### config.mk
export PLATFORM = sky130hd
export DESIGN_NAME = rf_arbiter
export DESIGN_NICKNAME = d
export VERILOG_FILES = /design/src/rtl/rf_arbiter_pkg.sv /design/src/rtl/rf_rr_arb2.sv /design/src/rtl/rf_arbiter.sv
export SDC_FILE = /design/constraint.sdc
export NUM_CORES = 1
export LEC_CHECK = 0
export ABC_AREA = 1
export CORE_AREA = 2 2 75 77
export DETAILED_ROUTE_END_ITERATION = 16
export DIE_AREA = 0 0 77 79
export DONT_BUFFER_PORTS = 1
export HOLD_SLACK_MARGIN = 0.15
export PLACE_DENSITY = 0.78
export SYNTH_ARGS = -nofsm -noshare
export SYNTH_HDL_FRONTEND = slang
export SYNTH_HIERARCHICAL = 1
export SYNTH_SLANG_ARGS = --single-unit
### constraint.sdc
create_clock -name RFA_clk -period 2.56 [get_ports RFA_clk]
set_input_delay 0.512 -clock RFA_clk [delete_from_list [all_inputs] [get_ports RFA_clk]]
set_output_delay 0.512 -clock RFA_clk [all_outputs]
set_load 0.03 [all_outputs]
### src/rtl/rf_arbiter_pkg.sv
// Shared types and default geometry for the register-file port arbiter.
package rf_arbiter_pkg;

   localparam int unsigned DEF_ADDR_W = 5;
   localparam int unsigned DEF_DATA_W = 32;
   localparam int unsigned RF_DEPTH   = 2 ** DEF_ADDR_W;

   typedef enum logic {
      CLEAR,
      SERVE
   } rfa_state_t;

endpackage

### src/rtl/rf_rr_arb2.sv
// Two-input round-robin arbiter; the last-grant pointer lives here.
module rf_rr_arb2 (
   input  logic       clk,
   input  logic       rst_n,
   input  logic [1:0] req,
   input  logic       advance,
   output logic [1:0] grant
);

   // 1 means requester 1 was granted most recently, so requester 0 wins the first tie
   logic last;

   always_ff @(posedge clk or negedge rst_n) begin
      if (!rst_n) begin
         last <= 1'b1;
      end else if (advance && (grant != 2'b00)) begin
         last <= grant[1];
      end
   end

   always_comb begin
      grant = '0;
      unique case (req)
         2'b01:   grant = 2'b01;
         2'b10:   grant = 2'b10;
         2'b11:   grant = last ? 2'b01 : 2'b10;
         default: grant = '0;
      endcase
   end

endmodule

### src/rtl/rf_arbiter.sv
// Register-file port owner: zero sweep after reset, then round-robin service
// of two requesters at one transaction per cycle.
module rf_arbiter
   import rf_arbiter_pkg::*;
#(
   parameter int unsigned ADDR_W         = DEF_ADDR_W,
   parameter int unsigned DATA_W         = DEF_DATA_W,
   parameter int unsigned CLEAR_ON_RESET = 1
) (
   input  logic              RFA_clk,
   input  logic              RFA_Reset_n,
   input  logic              RFA_Req_0,
   input  logic              RFA_Req_1,
   input  logic              RFA_Write_0,
   input  logic              RFA_Write_1,
   input  logic [ADDR_W-1:0] RFA_Addr_0,
   input  logic [ADDR_W-1:0] RFA_Addr_1,
   input  logic [DATA_W-1:0] RFA_WData_0,
   input  logic [DATA_W-1:0] RFA_WData_1,
   output logic              RFA_Ack_0,
   output logic              RFA_Ack_1,
   output logic              RFA_RValid_0,
   output logic              RFA_RValid_1,
   output logic [DATA_W-1:0] RFA_RData,
   output logic              RFA_Busy,
   output logic              RF_We,
   output logic [ADDR_W-1:0] RF_WAddr,
   output logic [DATA_W-1:0] RF_WData,
   output logic [ADDR_W-1:0] RF_RAddr,
   input  logic [DATA_W-1:0] RF_RData
);

   localparam rfa_state_t RESET_STATE = (CLEAR_ON_RESET != 0) ? CLEAR : SERVE;

   rfa_state_t        state_q, state_d;
   logic [ADDR_W-1:0] sweep_q;
   logic              in_clear, in_serve;
   logic [1:0]        grant;
   logic              sel_write;
   logic [ADDR_W-1:0] sel_addr;
   logic [DATA_W-1:0] sel_wdata;
   logic [1:0]        read_grant;
   logic [1:0]        rvalid_q;
   logic [DATA_W-1:0] rdata_q;

   // Reset level gates the port drivers so nothing reaches the file while reset is held
   assign in_clear = RFA_Reset_n && (state_q == CLEAR);
   assign in_serve = RFA_Reset_n && (state_q == SERVE);

   always_ff @(posedge RFA_clk or negedge RFA_Reset_n) begin
      if (!RFA_Reset_n) begin
         state_q <= RESET_STATE;
         sweep_q <= '0;
      end else begin
         state_q <= state_d;
         if (state_q == CLEAR) begin
            sweep_q <= sweep_q + 1'b1;
         end
      end
   end

   always_comb begin
      state_d = state_q;
      if ((state_q == CLEAR) && (sweep_q == '1)) begin
         state_d = SERVE;
      end
   end

   rf_rr_arb2 u_arb (
      .clk     (RFA_clk),
      .rst_n   (RFA_Reset_n),
      .req     ({RFA_Req_1, RFA_Req_0} & {2{in_serve}}),
      .advance (in_serve),
      .grant   (grant)
   );

   always_comb begin
      sel_write = grant[1] ? RFA_Write_1 : RFA_Write_0;
      sel_addr  = grant[1] ? RFA_Addr_1  : RFA_Addr_0;
      sel_wdata = grant[1] ? RFA_WData_1 : RFA_WData_0;
   end

   assign read_grant = grant & {2{~sel_write}};

   always_comb begin
      RF_We    = 1'b0;
      RF_WAddr = '0;
      RF_WData = '0;
      RF_RAddr = '0;
      if (in_clear) begin
         RF_We    = 1'b1;
         RF_WAddr = sweep_q;
      end else if (grant != 2'b00) begin
         if (sel_write) begin
            RF_We    = 1'b1;
            RF_WAddr = sel_addr;
            RF_WData = sel_wdata;
         end else begin
            RF_RAddr = sel_addr;
         end
      end
   end

   always_ff @(posedge RFA_clk or negedge RFA_Reset_n) begin
      if (!RFA_Reset_n) begin
         rvalid_q <= '0;
         rdata_q  <= '0;
      end else begin
         rvalid_q <= read_grant;
         if (read_grant != 2'b00) begin
            rdata_q <= RF_RData;
         end
      end
   end

   assign RFA_Ack_0    = grant[0];
   assign RFA_Ack_1    = grant[1];
   assign RFA_RValid_0 = rvalid_q[0];
   assign RFA_RValid_1 = rvalid_q[1];
   assign RFA_RData    = rdata_q;
   assign RFA_Busy     = (state_q == CLEAR);

endmodule
# Word-level counts from Yosys, hierarchy flattened

Index checks and enable logic that the tools add are counted.
W data, S select, Z words.

Add/sub/neg operators: 1
Eq/ne operators: 4
Muxes and demuxes: 17
Bitwise gates (word level): 4
Reduce and logical (&&, ||, !) cells: 6

Operators by type and width:

| cell                  | number |
|---|---|
| $mux W32              | 4 |
| $mux W5               | 7 |
| $pmux W2 S3           | 1 |
| $add A5 B1 Y5 const B | 1 |
| $eq A5 B5 Y1 const B  | 1 |
| $and A2 B2 Y2         | 2 |
| $eq A2 B2 Y1 const B  | 2 |
| $logic_and A1 B1 Y1   | 4 |
| $mux W1               | 4 |
| $reduce_bool A2 Y1    | 2 |
| $eq A2 B1 Y1 const B  | 1 |
| $mux W2               | 1 |
| $not A1 Y1            | 2 |

Bits in registers: 41
Input port bits: 112
Word-level logic and storage cells: 37

# Depth between registers and ports, before layout

Gate-level depths: netlist of the first run.

Depth in word-level cells: 8
Gate-level depth with buffers: 10
Gate-level depth less buffers: 9

# Hierarchy

The synthesis of the first run kept the hierarchy.

Modules (own cells, without submodules):

| module     | instances | cells each | area each (um2) | seq. area each (um2) |
|---|---|---|---|---|
| rf_arbiter | 1         | 408        | 2,653.8         | 1,001.0 |
| rf_rr_arb2 | 1         | 8          | 61.3            | 26.3 |

# Worst setup path before layout of the first run

Ideal clock, no wire load.

Kind: input-to-output
From: input RFA_Reset_n
To: output RF_WData[22]
Data arrival time: 2,810 ps
Data required time: 2,048 ps
Setup slack: -762 ps
Stages on the path: 10
Cells stage by stage: nand2_1 -> nor2_1 -> a21boi_0 -> inv_1 -> nand2_2 -> nand2_8 -> nor2_8 -> inv_2 -> buf_6 -> nor2_1

Cells in the longest elaborated chain, start to end: 8
Elaborated cells on any way between the ends: 13

RTL lines:

| element                                             | line                               | RTL |
|---|---|---|
| start, declared                                     | rf_arbiter.sv:11                   | `input logic RFA_Reset_n,` |
| $logic_and A1 B1 Y1 *                               | rf_arbiter.sv:48                   | `assign in_serve = RFA_Reset_n && (state_q == SERVE);` |
| $and A2 B2 Y2 *                                     | rf_arbiter.sv:72                   | `.req ({RFA_Req_1, RFA_Req_0} & {2{in_serve}}),` |
| $eq A2 B2 Y1 / $eq A2 B1 Y1 (equally long branches) | rf_rr_arb2.sv:23                   | `unique case (req)` |
| $pmux W2 S3 *                                       | rf_rr_arb2.sv:23                   |  |
| net RFA_Ack_1                                       | rf_arbiter.sv:21                   | `output logic RFA_Ack_1,` |
| $mux W32 / $mux W1 (equally long branches)          | rf_arbiter.sv:80, rf_arbiter.sv:78 |  |
| $mux W32                                            | rf_arbiter.sv:94                   | `if (sel_write) begin` |
| $mux W32 *                                          | rf_arbiter.sv:93                   | `end else if (grant != 2'b00) begin` |
| $mux W32 *                                          | rf_arbiter.sv:90                   | `if (in_clear) begin` |
| end, declared                                       | rf_arbiter.sv:28                   | `output logic [DATA_W-1:0] RF_WData,` |

Mark *: on every way through the listed nets, which the timed path passes. The rest lies on a longest branch.

# Final worst setup path of the first run

From: register state_q
To: output RF_WData[17]

Cells in the longest elaborated chain, start to end: 8
Elaborated cells on any way between the ends: 14

RTL lines:

| element                                             | line                               | RTL |
|---|---|---|
| start, declared                                     | rf_arbiter.sv:35                   | `rfa_state_t state_q, state_d;` |
| start signal, assigned                              | rf_arbiter.sv:55                   | `state_q <= state_d;` |
| $logic_and A1 B1 Y1                                 | rf_arbiter.sv:48                   |  |
| $and A2 B2 Y2                                       | rf_arbiter.sv:72                   |  |
| $eq A2 B2 Y1 / $eq A2 B1 Y1 (equally long branches) | rf_rr_arb2.sv:23                   |  |
| $pmux W2 S3                                         | rf_rr_arb2.sv:23                   |  |
| $mux W32 / $mux W1 (equally long branches)          | rf_arbiter.sv:80, rf_arbiter.sv:78 |  |
| $mux W32                                            | rf_arbiter.sv:94                   |  |
| $mux W32                                            | rf_arbiter.sv:93                   |  |
| $mux W32 *                                          | rf_arbiter.sv:90                   |  |

Every way passes the cells marked *; elsewhere a longest branch is shown, timed or not.

==> qor.log, run 1 <==
qor: outcome.run_status complete, no violations
qor: sta.rsz0062_at_grt true
qor: power.netSwitchingFraction 42.4%
qor: sta.max_freq 0.398 GHz
qor: cts.tritoncts_clock_tree done
qor: min_path.holdPathEnd RFA_RData[31]
qor: routing.drc 0
qor: cts.cts_htree_levels 2
qor: routing.detail-route-antenna-nets 0
qor: power.seq_power_share 51.4%
qor: critical_path.critical_path.max_stage_delay 360 ps
qor: floorplanning.die-area 6080 sq um
qor: final_layout.layout-drive-gt1-share 28.1%
qor: critical_path.cp-start-kind flip-flop
qor: job.cap_viol_max_count 0
qor: sta.fin_tns_setup 0 ps
qor: critical_path.worstSetupEndpointType output port
qor: cts.insertion_delay 280 ps
qor: synth.post_synth_instance_area 2720 sq um
qor: synth.synth_top_area_share 36.9%
qor: critical_path.r2r_end RFA_RData[19]
qor: sta.timing_worst_slew_pin_value 348 ps
qor: global_route.grt_pass1_vias 2546
qor: routing.number_of_optimization_iterations_in_the_first_detailed_route_pass 4
qor: final_layout.final_nets 570
qor: routing.postRouteWirelength 7.73 mm
qor: place.dpl.hpwl 5.28 mm
qor: synth.synth.top_cells.by_count 232 x nand2_1, 40 x dfrtp_1, 35 x nor2_1
qor: power.power.density 592 nW/um^2
qor: routing.detailroute.via_count 2689
qor: synth.synth.area.top_cells dfrtp_1 37%, nand2_1 32%, nand3_1 6.1%
qor: synth.number_of_enable_type_register_cells_in_the_synthesized_netlist 0
qor: sta.timing.final.crit_share 98.2%
qor: cts.clock_tree.root_cell clkbuf_8
qor: synth.syn_nets 530
qor: place.gp_congestion 0.785
qor: power.p_leak 2.05 nW
qor: power.pwr-share-comb 29.0%
qor: routing.detailedRoute.firstIterationViolations 76
qor: synth.async_reset_ff_share 100%
qor: critical_path.path_class flip-flop to output port
qor: final_layout.final.fill_count 431
qor: final_layout.layout.core_utilization 66.8%
qor: critical_path.critPathMaxFanout 8
qor: final_layout.final_cell_count_no_fill 528
qor: synth.synthesis.yosys.warnings 6
qor: final_layout.area_growth 31.3%
qor: critical_path.reg2reg_setup_slack 690 ps
qor: critical_path.worst_ep_required_time 2050 ps
qor: sta.worst_clk_skew 4.20 ps
qor: synth.ys_ff_latch 41
qor: floorplanning.floorplan.die.width 77 um
qor: min_path.hp-class input port to flip-flop
qor: routing.post_drt_wl_per_cell 14.6 um
qor: critical_path.critical_path_arrival 2000 ps
qor: critical_path.r2r-start state_q
qor: sta.timing_hold_violations_final 0
qor: sta.layout_setup_ws 46.1 ps
qor: final_layout.num_antenna_cells 0
qor: power.clock_power_share 19.6%
qor: floorplanning.initial_core_utilization 50.9%
qor: place.preCtsSetupSlack 60.4 ps
qor: floorplanning.die_y 79 um
qor: floorplanning.pin_count 192
qor: global_route.grt.total_usage 23.9%
qor: place.placed_cells 511
qor: sta.timing.final.max_slew_violations 0
qor: synth.synth.yosys.seq_area_share 37.8%
qor: global_route.grt.overflow.total 0
qor: synth.synthDominantAreaCellType dfrtp_1
qor: cts.clkTransAtPathRegs 70 ps
qor: floorplanning.number_of_rows_created_at_floorplan 27
qor: min_path.timing.hold.worst_path_depth 2
qor: synth.dominantRegCellSynth dfrtp_1
qor: cts.clock_sink_count 41
qor: sta.setup-violations-final 0
qor: global_route.initial_antenna_violation_count 0
qor: critical_path.r2r.worst_path.cells 10
qor: min_path.worst_hold_startpoint RF_RData[31]
qor: synth.synth.avg_cell_area 6.53 sq um
qor: synth.syn_inst 416
qor: cts.cts-buffers-inserted 5
qor: critical_path.cp_cell_sequence nand2_2 > nor2_2 > a21boi_4 > buf_12 > nor2_8 > nor2_8 > inv_8 > buf_8 > nor2_2 > buf_6
qor: synth.synth_most_common_cell nand2_1
qor: global_route.grt_start_max_net_pins 42
qor: critical_path.worst_path_max_delay_cell dfrtp_1
qor: cts.cts.path.max_buffers 2
qor: routing.via_per_inst 5.09
qor: sta.timing.slew.headroom 76.8%
qor: global_route.grt_pass1_wl 11.4 mm
qor: power.cell_internal_pwr 0.00122 W
qor: floorplanning.core 5340 sq um
qor: synth.yosys.cell_types.count 25
qor: sta.period_minus_slack 2510 ps
qor: place.place.port_buffers 0
qor: power.power.net_switching 0.000895 W
qor: power.vdd.ir_drop.worst 0.528 mV
-- power groups by stage --
| stage | clock network, W | registers (W) | logic, W |
|---|---|---|---|
| final | 0.000414 | 0.00109 | 0.000611 |
| after global routing | 0.000455 | 0.00110 | 0.000676 |
| after detailed placement | 0 | 0.00110 | 0.000511 |
| after floorplan | 0 | 0.00107 | 0.000403 |
| after global placement | 0 | 0.00109 | 0.000492 |
| after CTS | 0.000428 | 0.00109 | 0.000576 |
-- cells in the final DEF, fill, tap and decap left out, types with 2 or more instances in the layout --
master and n:
nand3_1 33, buf_6 27, clkbuf_8 6, nor2_4 2, nand2_1 220, nor2_1 9
nor2_2 34, ha_1 2, nand2_2 13, nor2_8 2, nor2b_4 3, buf_16 3
buf_4 18, nand2_4 3, dfrtp_1 40, inv_1 16, xor2_1 2, clkbuf_16 2
inv_2 3, buf_12 5
-- routing by layer --
metal  share of wire [%]  GRT usage, %  up-vias
li1                    -             -     1327
met1                  36          24.2     1210
met2                  53          46.0      136
met3                 8.7          7.05       16
met4                 2.1          9.29        0
met5                   0             0        -
-- through the flow --
stage          area [sq um]  total power [W]  hold WS, ps
3_5_place_dp           3090          0.00161          217
6_report               3570          0.00211          367
4_1_cts                3410          0.00209          356
3_3_place_gp           3090          0.00159          217
5_1_grt                3570          0.00223          355
2_1_floorplan          2790          0.00147          216
-- cells by family (layout without fill, tap and decap cells) --
| group | count (synthesis) | count (layout) | synth area share, % |
|---|---|---|---|
| flip-flops | 41 | 41 | 37.8 |
| XOR/XNOR | 3 | 3 | 0.968 |
| buffers and inverters | 44 | 84 | 9.31 |
| AND/OR/NAND/NOR | 324 | 324 | 50.4 |
| adder cells (fa/ha/maj) | 2 | 2 | 0.922 |
| AO/OA/AOI/OAI | 2 | 2 | 0.553 |
-- repair_timing --
item | in CTS | in global routing
setup buffers | 3 | 0
hold buffers | 2 | 0
hold endpoints to repair | 41 | 0
cloned | 4 | 2
gates resized for setup | 17 | 42
pin swaps | 1 | 25
endpoints found under the setup margin | 32 | 35
-- critical path, delay by kind of cell (launching register included) --
| kind | cells | cell delay, ps |
|---|---|---|
| AO/OA/AOI/OAI | 1 | 260 |
| buffers and inverters | 4 | 540 |
| flip-flops | 1 | 360 |
| AND/OR/NAND/NOR | 5 | 560 |
-- worst max-delay path by stage --
stage | slack (ps) | end | depth (start not counted) | start
after floorplan | -30 | RF_RAddr[2] | 7 | RFA_Reset_n
after global placement | 160 | RF_We | 11 | RFA_Reset_n
after detailed placement | 60 | RF_We | 11 | RFA_Reset_n
after CTS | 3 | RF_WData[14] | 11 | state_q
after global routing | -60 | RF_WData[15] | 11 | state_q
final | 50 | RF_WData[17] | 10 | state_q
-- flip-flops by register name, summed over array words and instances, names as in the netlist --
register    cells
sweep_q         5
rvalid_q        2
state_q         1
RFA_RData      32
u_arb/last      1
-- layout make-up --
cell class,instances,area (sq um),area share (%)
multi-input cells,331,1580,44.4
repair buffers,57,697,19.5
flip-flops and latches,41,1030,28.8
inverters,20,82.6,2.32
well taps,72,90.1,2.53
clock buffers,7,86.3,2.42
Note: power is estimated with default switching activity, not from simulation.
==> run 2: changes to the inputs <==
--- a/config.mk
+++ b/config.mk
@@ -11,6 +11,7 @@
 export DIE_AREA = 0 0 77 79
 export DONT_BUFFER_PORTS = 1
 export HOLD_SLACK_MARGIN = 0.15
+export MAX_ROUTING_LAYER = met4
 export PLACE_DENSITY = 0.78
 export SYNTH_ARGS = -nofsm -noshare
 export SYNTH_HDL_FRONTEND = slang
==> qor.log, run 2 (synthesis gave the netlist of run 1 again) <==
qor: final_layout.area_growth 31.3%
qor: min_path.timing.hold.worst_path_depth 2
qor: final_layout.layout.cells.most_common nand2_1
qor: sta.setup-violations-final 0
qor: place.gp_congestion 0.796
qor: critical_path.r2r-start state_q
qor: floorplanning.die-area 6080 sq um
qor: power.power.net_switching 0.000896 W
qor: critical_path.cp_cell_sequence nand2_2 > nor2_2 > a21boi_4 > buf_12 > nor2_8 > nor2_8 > inv_8 > buf_8 > nor2_2 > buf_6
qor: critical_path.r2r.worst_path.cells 10
qor: cts.tritoncts_clock_tree done
qor: power.power.density 592 nW/um^2
qor: sta.worst_clk_skew 4.41 ps
qor: floorplanning.core 5340 sq um
qor: final_layout.layout.cells.most_common_list 220 x nand2_1, 40 x dfrtp_1, 34 x nor2_2
qor: final_layout.layout-drive-gt1-share 28.1%
qor: routing.drc 0
qor: sta.timing.slew.headroom 76.9%
qor: place.dpl.hpwl 5.28 mm
qor: sta.max_freq 0.398 GHz
qor: global_route.grt.total_usage 24.6%
qor: outcome.run_status complete, no violations
qor: floorplanning.floorplan.die.width 77 um
qor: cts.clkTransAtPathRegs 70 ps
qor: job.cap_viol_max_count 0
qor: routing.detail-route-antenna-nets 0
qor: min_path.holdPathEnd RFA_RData[31]
qor: global_route.initial_antenna_violation_count 0
qor: cts.clock_tree.root_cell clkbuf_8
qor: routing.post_drt_wl_per_cell 14.7 um
qor: floorplanning.initial_core_utilization 50.9%
qor: min_path.worst_hold_startpoint RF_RData[31]
qor: critical_path.path_class flip-flop to output port
qor: final_layout.final_nets 570
qor: critical_path.critPathMaxFanout 8
qor: critical_path.critical_path.top_delay_family simple AND/OR/NAND/NOR gates
qor: cts.cts_htree_levels 2
qor: critical_path.worst-path-buf-inv 4
qor: sta.timing_hold_violations_final 0
qor: floorplanning.number_of_rows_created_at_floorplan 27
qor: global_route.grt.overflow.total 0
qor: cts.cts.path.max_buffers 2
qor: place.placed_cell_area 3090 sq um
qor: power.clock_power_share 19.6%
qor: routing.postRouteWirelength 7.75 mm
qor: global_route.grt_pass1_vias 2540
qor: sta.rsz0062_at_grt true
qor: critical_path.worstSetupEndpointType output port
qor: critical_path.r2r_end RFA_RData[19]
qor: routing.detailedRoute.firstIterationViolations 71
qor: cts.insertion_delay 280 ps
qor: critical_path.critical_path.max_stage_delay 360 ps
qor: global_route.grt_pass1_wl 11.5 mm
qor: power.netSwitchingFraction 42.4%
qor: power.seq_power_share 51.4%
qor: critical_path.critical_path_arrival 2000 ps
qor: sta.period_minus_slack 2510 ps
qor: power.post-layout-total-power 0.00211 W
qor: sta.timing.final.max_slew_violations 0
qor: cts.cts-buffers-inserted 5
qor: critical_path.worst_path_max_delay_cell dfrtp_1
qor: routing.number_of_optimization_iterations_in_the_first_detailed_route_pass 4
qor: final_layout.num_antenna_cells 0
qor: sta.hold-worst-slack 367 ps
qor: floorplanning.pin_count 192
qor: final_layout.largest_reg_flops 32
qor: critical_path.cp-start-kind flip-flop
qor: power.p_leak 2.05 nW
qor: floorplanning.die_y 79 um
qor: routing.via_per_inst 5.10
qor: power.vdd.ir_drop.worst 0.527 mV
qor: final_layout.final.fill_count 431
qor: routing.detailroute.via_count 2693
qor: sta.timing.final.crit_share 98.2%
qor: sta.fin_tns_setup 0 ps
qor: sta.timing_worst_slew_pin_value 346 ps
qor: final_layout.final_cell_area 3570 sq um
qor: power.cell_internal_pwr 0.00122 W
qor: cts.clock_sink_count 41
qor: global_route.grt_start_max_net_pins 42
qor: place.place.port_buffers 0
qor: power.pwr-share-comb 29.0%
qor: min_path.hp-class input port to flip-flop
qor: critical_path.reg2reg_setup_slack 690 ps
qor: critical_path.worst_ep_required_time 2050 ps
==> run 2: how the worst max path moves through the flow <==
| stage | slack [ps] | end | from | cells past startpoint |
|---|---|---|---|---|
| detailed placement | 60 | RF_We | RFA_Reset_n | 11 |
| global route | -60 | RF_WData[15] | state_q | 11 |
| floorplan | -30 | RF_RAddr[2] | RFA_Reset_n | 7 |
| finish | 50 | RF_WData[17] | state_q | 10 |
| global placement | 160 | RF_We | RFA_Reset_n | 11 |
| CTS | 3 | RF_WData[14] | state_q | 11 |
==> run 2: metrics by stage <==
step | utilization [%] | instances | setup WS [ps]
5_1_grt | 66.8 | 528 | -55.2
2_1_floorplan | - | 416 | -30.1
6_report | 66.8 | 528 | 46.8
3_5_place_dp | 57.9 | 511 | 60.4
4_1_cts | 63.9 | 527 | 2.98
3_3_place_gp | 57.9 | 511 | 158
==> run 2: final cells by class <==
| type | count | area (sq um) | area share (%) |
|---|---|---|---|
| Inverter | 20 | 82.6 | 2.32 |
| Timing Repair Buffer | 57 | 697 | 19.5 |
| Tap cell | 72 | 90.1 | 2.53 |
| Clock buffer | 7 | 86.3 | 2.42 |
| Multi-Input combinational cell | 331 | 1580 | 44.4 |
| Sequential cell | 41 | 1030 | 28.8 |
==> run 2: what timing repair did <==
item / CTS / global route
hold endpoints to repair: 41 / 0
setup buffers: 3 / 0
pin swaps: 1 / 25
endpoints found under the setup margin: 32 / 35
gates resized for setup: 17 / 42
gates cloned: 4 / 2
hold buffers: 2 / 0
==> run 2: power by group through the flow <==
stage | combinational [W] | clock, W | sequential [W]
4_1_cts | 0.000576 | 0.000428 | 0.00109
5_1_grt | 0.000676 | 0.000455 | 0.00110
3_5_place_dp | 0.000511 | 0 | 0.00110
2_1_floorplan | 0.000403 | 0 | 0.00107
3_3_place_gp | 0.000492 | 0 | 0.00109
6_report | 0.000613 | 0.000413 | 0.00109
==> run 2: layer usage <==
metal  vias to the layer above  share of wire (%)  wire [um]  global-route usage [%]
li1                       1326                  -          -                       -
met1                      1219                 37       2860                    25.3
met2                       132                 53       4100                    46.3
met3                        16                8.1        624                    5.80
met4                         0                2.2        167                    8.57
met5                         -                  0          0                       -
==> run 3: changes to the inputs <==
--- a/config.mk
+++ b/config.mk
@@ -7,12 +7,14 @@
 export LEC_CHECK = 0
 export ABC_AREA = 1
 export CORE_AREA = 2 2 75 77
+export CTS_BUF_LIST = sky130_fd_sc_hd__clkbuf_16
 export DETAILED_ROUTE_END_ITERATION = 16
 export DIE_AREA = 0 0 77 79
 export DONT_BUFFER_PORTS = 1
 export HOLD_SLACK_MARGIN = 0.15
 export MAX_ROUTING_LAYER = met4
-export PLACE_DENSITY = 0.78
+export PLACE_DENSITY = 0.8
+export SLEW_MARGIN = 20
 export SYNTH_ARGS = -nofsm -noshare
 export SYNTH_HDL_FRONTEND = slang
 export SYNTH_HIERARCHICAL = 1
==> constraint.sdc (replaced) <==
create_clock -name RFA_clk -period 2.29 [get_ports RFA_clk]
set_input_delay 0.458 -clock RFA_clk [delete_from_list [all_inputs] [get_ports RFA_clk]]
set_output_delay 0.458 -clock RFA_clk [all_outputs]
set_load 0.03 [all_outputs]
==> qor.log, run 3 (synthesis gave the netlist of run 1 again) <==
qor: outcome.run_status complete, but fails checks
qor: outcome.failed_checks negative setup slack
qor: power.vdd.ir_drop.worst 0.707 mV
qor: sta.setup-violations-final 41
qor: final_layout.layout.core_utilization 72.1%
qor: floorplanning.initial_core_utilization 50.9%
qor: place.gp_congestion 0.745
qor: critical_path.cp-start-kind flip-flop
qor: global_route.grt_use_met1 29.4%
qor: routing.detailroute.via_count 2732
qor: floorplanning.number_of_rows_created_at_floorplan 27
qor: global_route.initial_antenna_violation_count 0
qor: routing.drc 0
qor: final_layout.num_antenna_cells 0
qor: routing.postRouteWirelength 8.44 mm
qor: final_layout.layout.cells.most_common_list 196 x nand2_1, 39 x dfrtp_1, 33 x nand3_1
qor: floorplanning.core 5340 sq um
qor: global_route.grt_start_max_net_pins 42
qor: min_path.hp-class input port to flip-flop
qor: power.power.density 718 nW/um^2
qor: global_route.grt.overflow.total 0
qor: routing.detailedRoute.firstIterationViolations 116
qor: routing.detail-route-antenna-nets 0
qor: sta.period_minus_slack 2410 ps
qor: routing.number_of_optimization_iterations_in_the_first_detailed_route_pass 4
qor: power.p_leak 2.11 nW
qor: sta.max_freq 0.415 GHz
qor: cts.clock_sink_count 41
qor: final_layout.area_growth 41.8%
qor: sta.rsz0062_at_grt true
qor: global_route.gr-usage-met2 46.1%
qor: floorplanning.die_y 79 um
qor: final_layout.layout-drive-gt1-share 33.8%
qor: floorplanning.pin_count 192
qor: sta.timing_hold_violations_final 0
qor: final_layout.layout.cells.most_common nand2_1
qor: job.cap_viol_max_count 0
qor: final_layout.largest_reg_flops 32
qor: cts.cts-buffers-inserted 5
qor: cts.insertion_delay 280 ps
qor: routing.via_per_inst 5.21
qor: cts.cts.path.max_buffers 2
qor: critical_path.worst_ep_required_time 1830 ps
qor: cts.clkTransAtPathRegs 60 ps
qor: critical_path.critical_path_arrival 1950 ps
qor: critical_path.critical_path.max_stage_delay 440 ps
qor: global_route.grt_busiest_layer met2
qor: sta.timing_worst_slew_pin_value 337 ps
qor: sta.timing.final.crit_share 105%
qor: critical_path.worst-path-buf-inv 4
qor: sta.timing.slew.headroom 77.5%
qor: sta.layout_setup_ws -121 ps
qor: cts.cts_htree_levels 2
qor: global_route.grt_pass1_wl 12.3 mm
qor: global_route.use_met3 7.05%
qor: critical_path.worst_path_max_delay_cell dfrtp_2
qor: final_layout.final_nets 565
qor: place.place.port_buffers 0
qor: critical_path.critical_path.top_delay_family simple AND/OR/NAND/NOR gates
qor: global_route.grt_pass1_vias 2500
qor: critical_path.critPathMaxFanout 4
qor: final_layout.final.fill_count 421
qor: global_route.grt.total_usage 26.2%
qor: critical_path.cp_cell_sequence nand2_8 > nor2_4 > a21boi_4 > buf_4 > buf_4 > buf_6 > nand2_2 > nand2_1 > nor2_2 > nor2b_4 > buf_6
qor: floorplanning.floorplan.die.width 77 um
qor: sta.worst_clk_skew 3.70 ps
qor: critical_path.path_class flip-flop to output port
qor: sta.timing.final.max_slew_violations 0
qor: cts.tritoncts_clock_tree done
qor: routing.post_drt_wl_per_cell 16.1 um
qor: critical_path.worstSetupEndpointType output port
qor: power.post-layout-total-power 0.00276 W
qor: place.dpl.hpwl 5.81 mm
qor: cts.clock_tree.root_cell clkbuf_16
qor: floorplanning.die-area 6080 sq um
[run 3: final timing paths]
path | from | end | slack, ps | depth (start not counted)
setup / recovery | state_q | RF_RAddr[2] | -120 | 11
hold / removal | RF_RData[7] | RFA_RData[7] | 310 | 2
setup reg to reg | state_q | RFA_RData[31] | 360 | 11
hold reg to reg | u_arb/last | u_arb/last | 500 | 2
max in group asynchronous | RFA_Reset_n | u_arb/last | 1360 | 2
min in group asynchronous | RFA_Reset_n | RFA_RData[26] | 680 | 2
[run 3: final cells by class]
type	count	area, sq um	share of cell area [%]
Multi-Input combinational cell	331	1840	47.9
Sequential cell	41	1030	26.7
Timing Repair Buffer	52	638	16.6
Clock buffer	5	125	3.25
Tap cell	72	90.1	2.34
Inverter	20	80.1	2.08
Clock inverter	3	42.5	1.11
[run 3: power by group]
part	internal, W	switching (W)	leakage [nW]	total [W]
sequential	0.000855	0.000361	0.513	0.00122
combinational	0.000287	0.000468	1.51	0.000755
clock	0.000512	0.000280	0.0852	0.000792
total	0.00165	0.00111	2.11	0.00276
[run 3: layer usage]
layer | vias up | share of wire, %
li1 | 1321 | -
met1 | 1246 | 37
met2 | 139 | 53
met3 | 26 | 8.0
met4 | 0 | 2.1
met5 | - | 0
[run 3: what timing repair did]
action | 4_1_cts | 5_1_grt
hold buffers | 2 | 0
gates resized for setup | 25 | 41
setup buffers | 5 | 4
hold endpoints to repair | 41 | 0
pin swaps | 15 | 23
gates cloned | 1 | 2
endpoints found under the setup margin | 43 | 43
[run 3: per-stage QoR]
stage	instance area, sq um	setup WS (ps)	TNS [ps]	hold slack (ps)	instances
after detailed placement	3300	-38.2	-91.5	163	503
after CTS	3640	-105	-2060	309	518
after floorplan	3010	-20.4	-104	162	416
after global routing	3850	-225	-6770	309	524
after global placement	3300	-19.1	-19.1	163	503
final	3850	-121	-2650	313	524
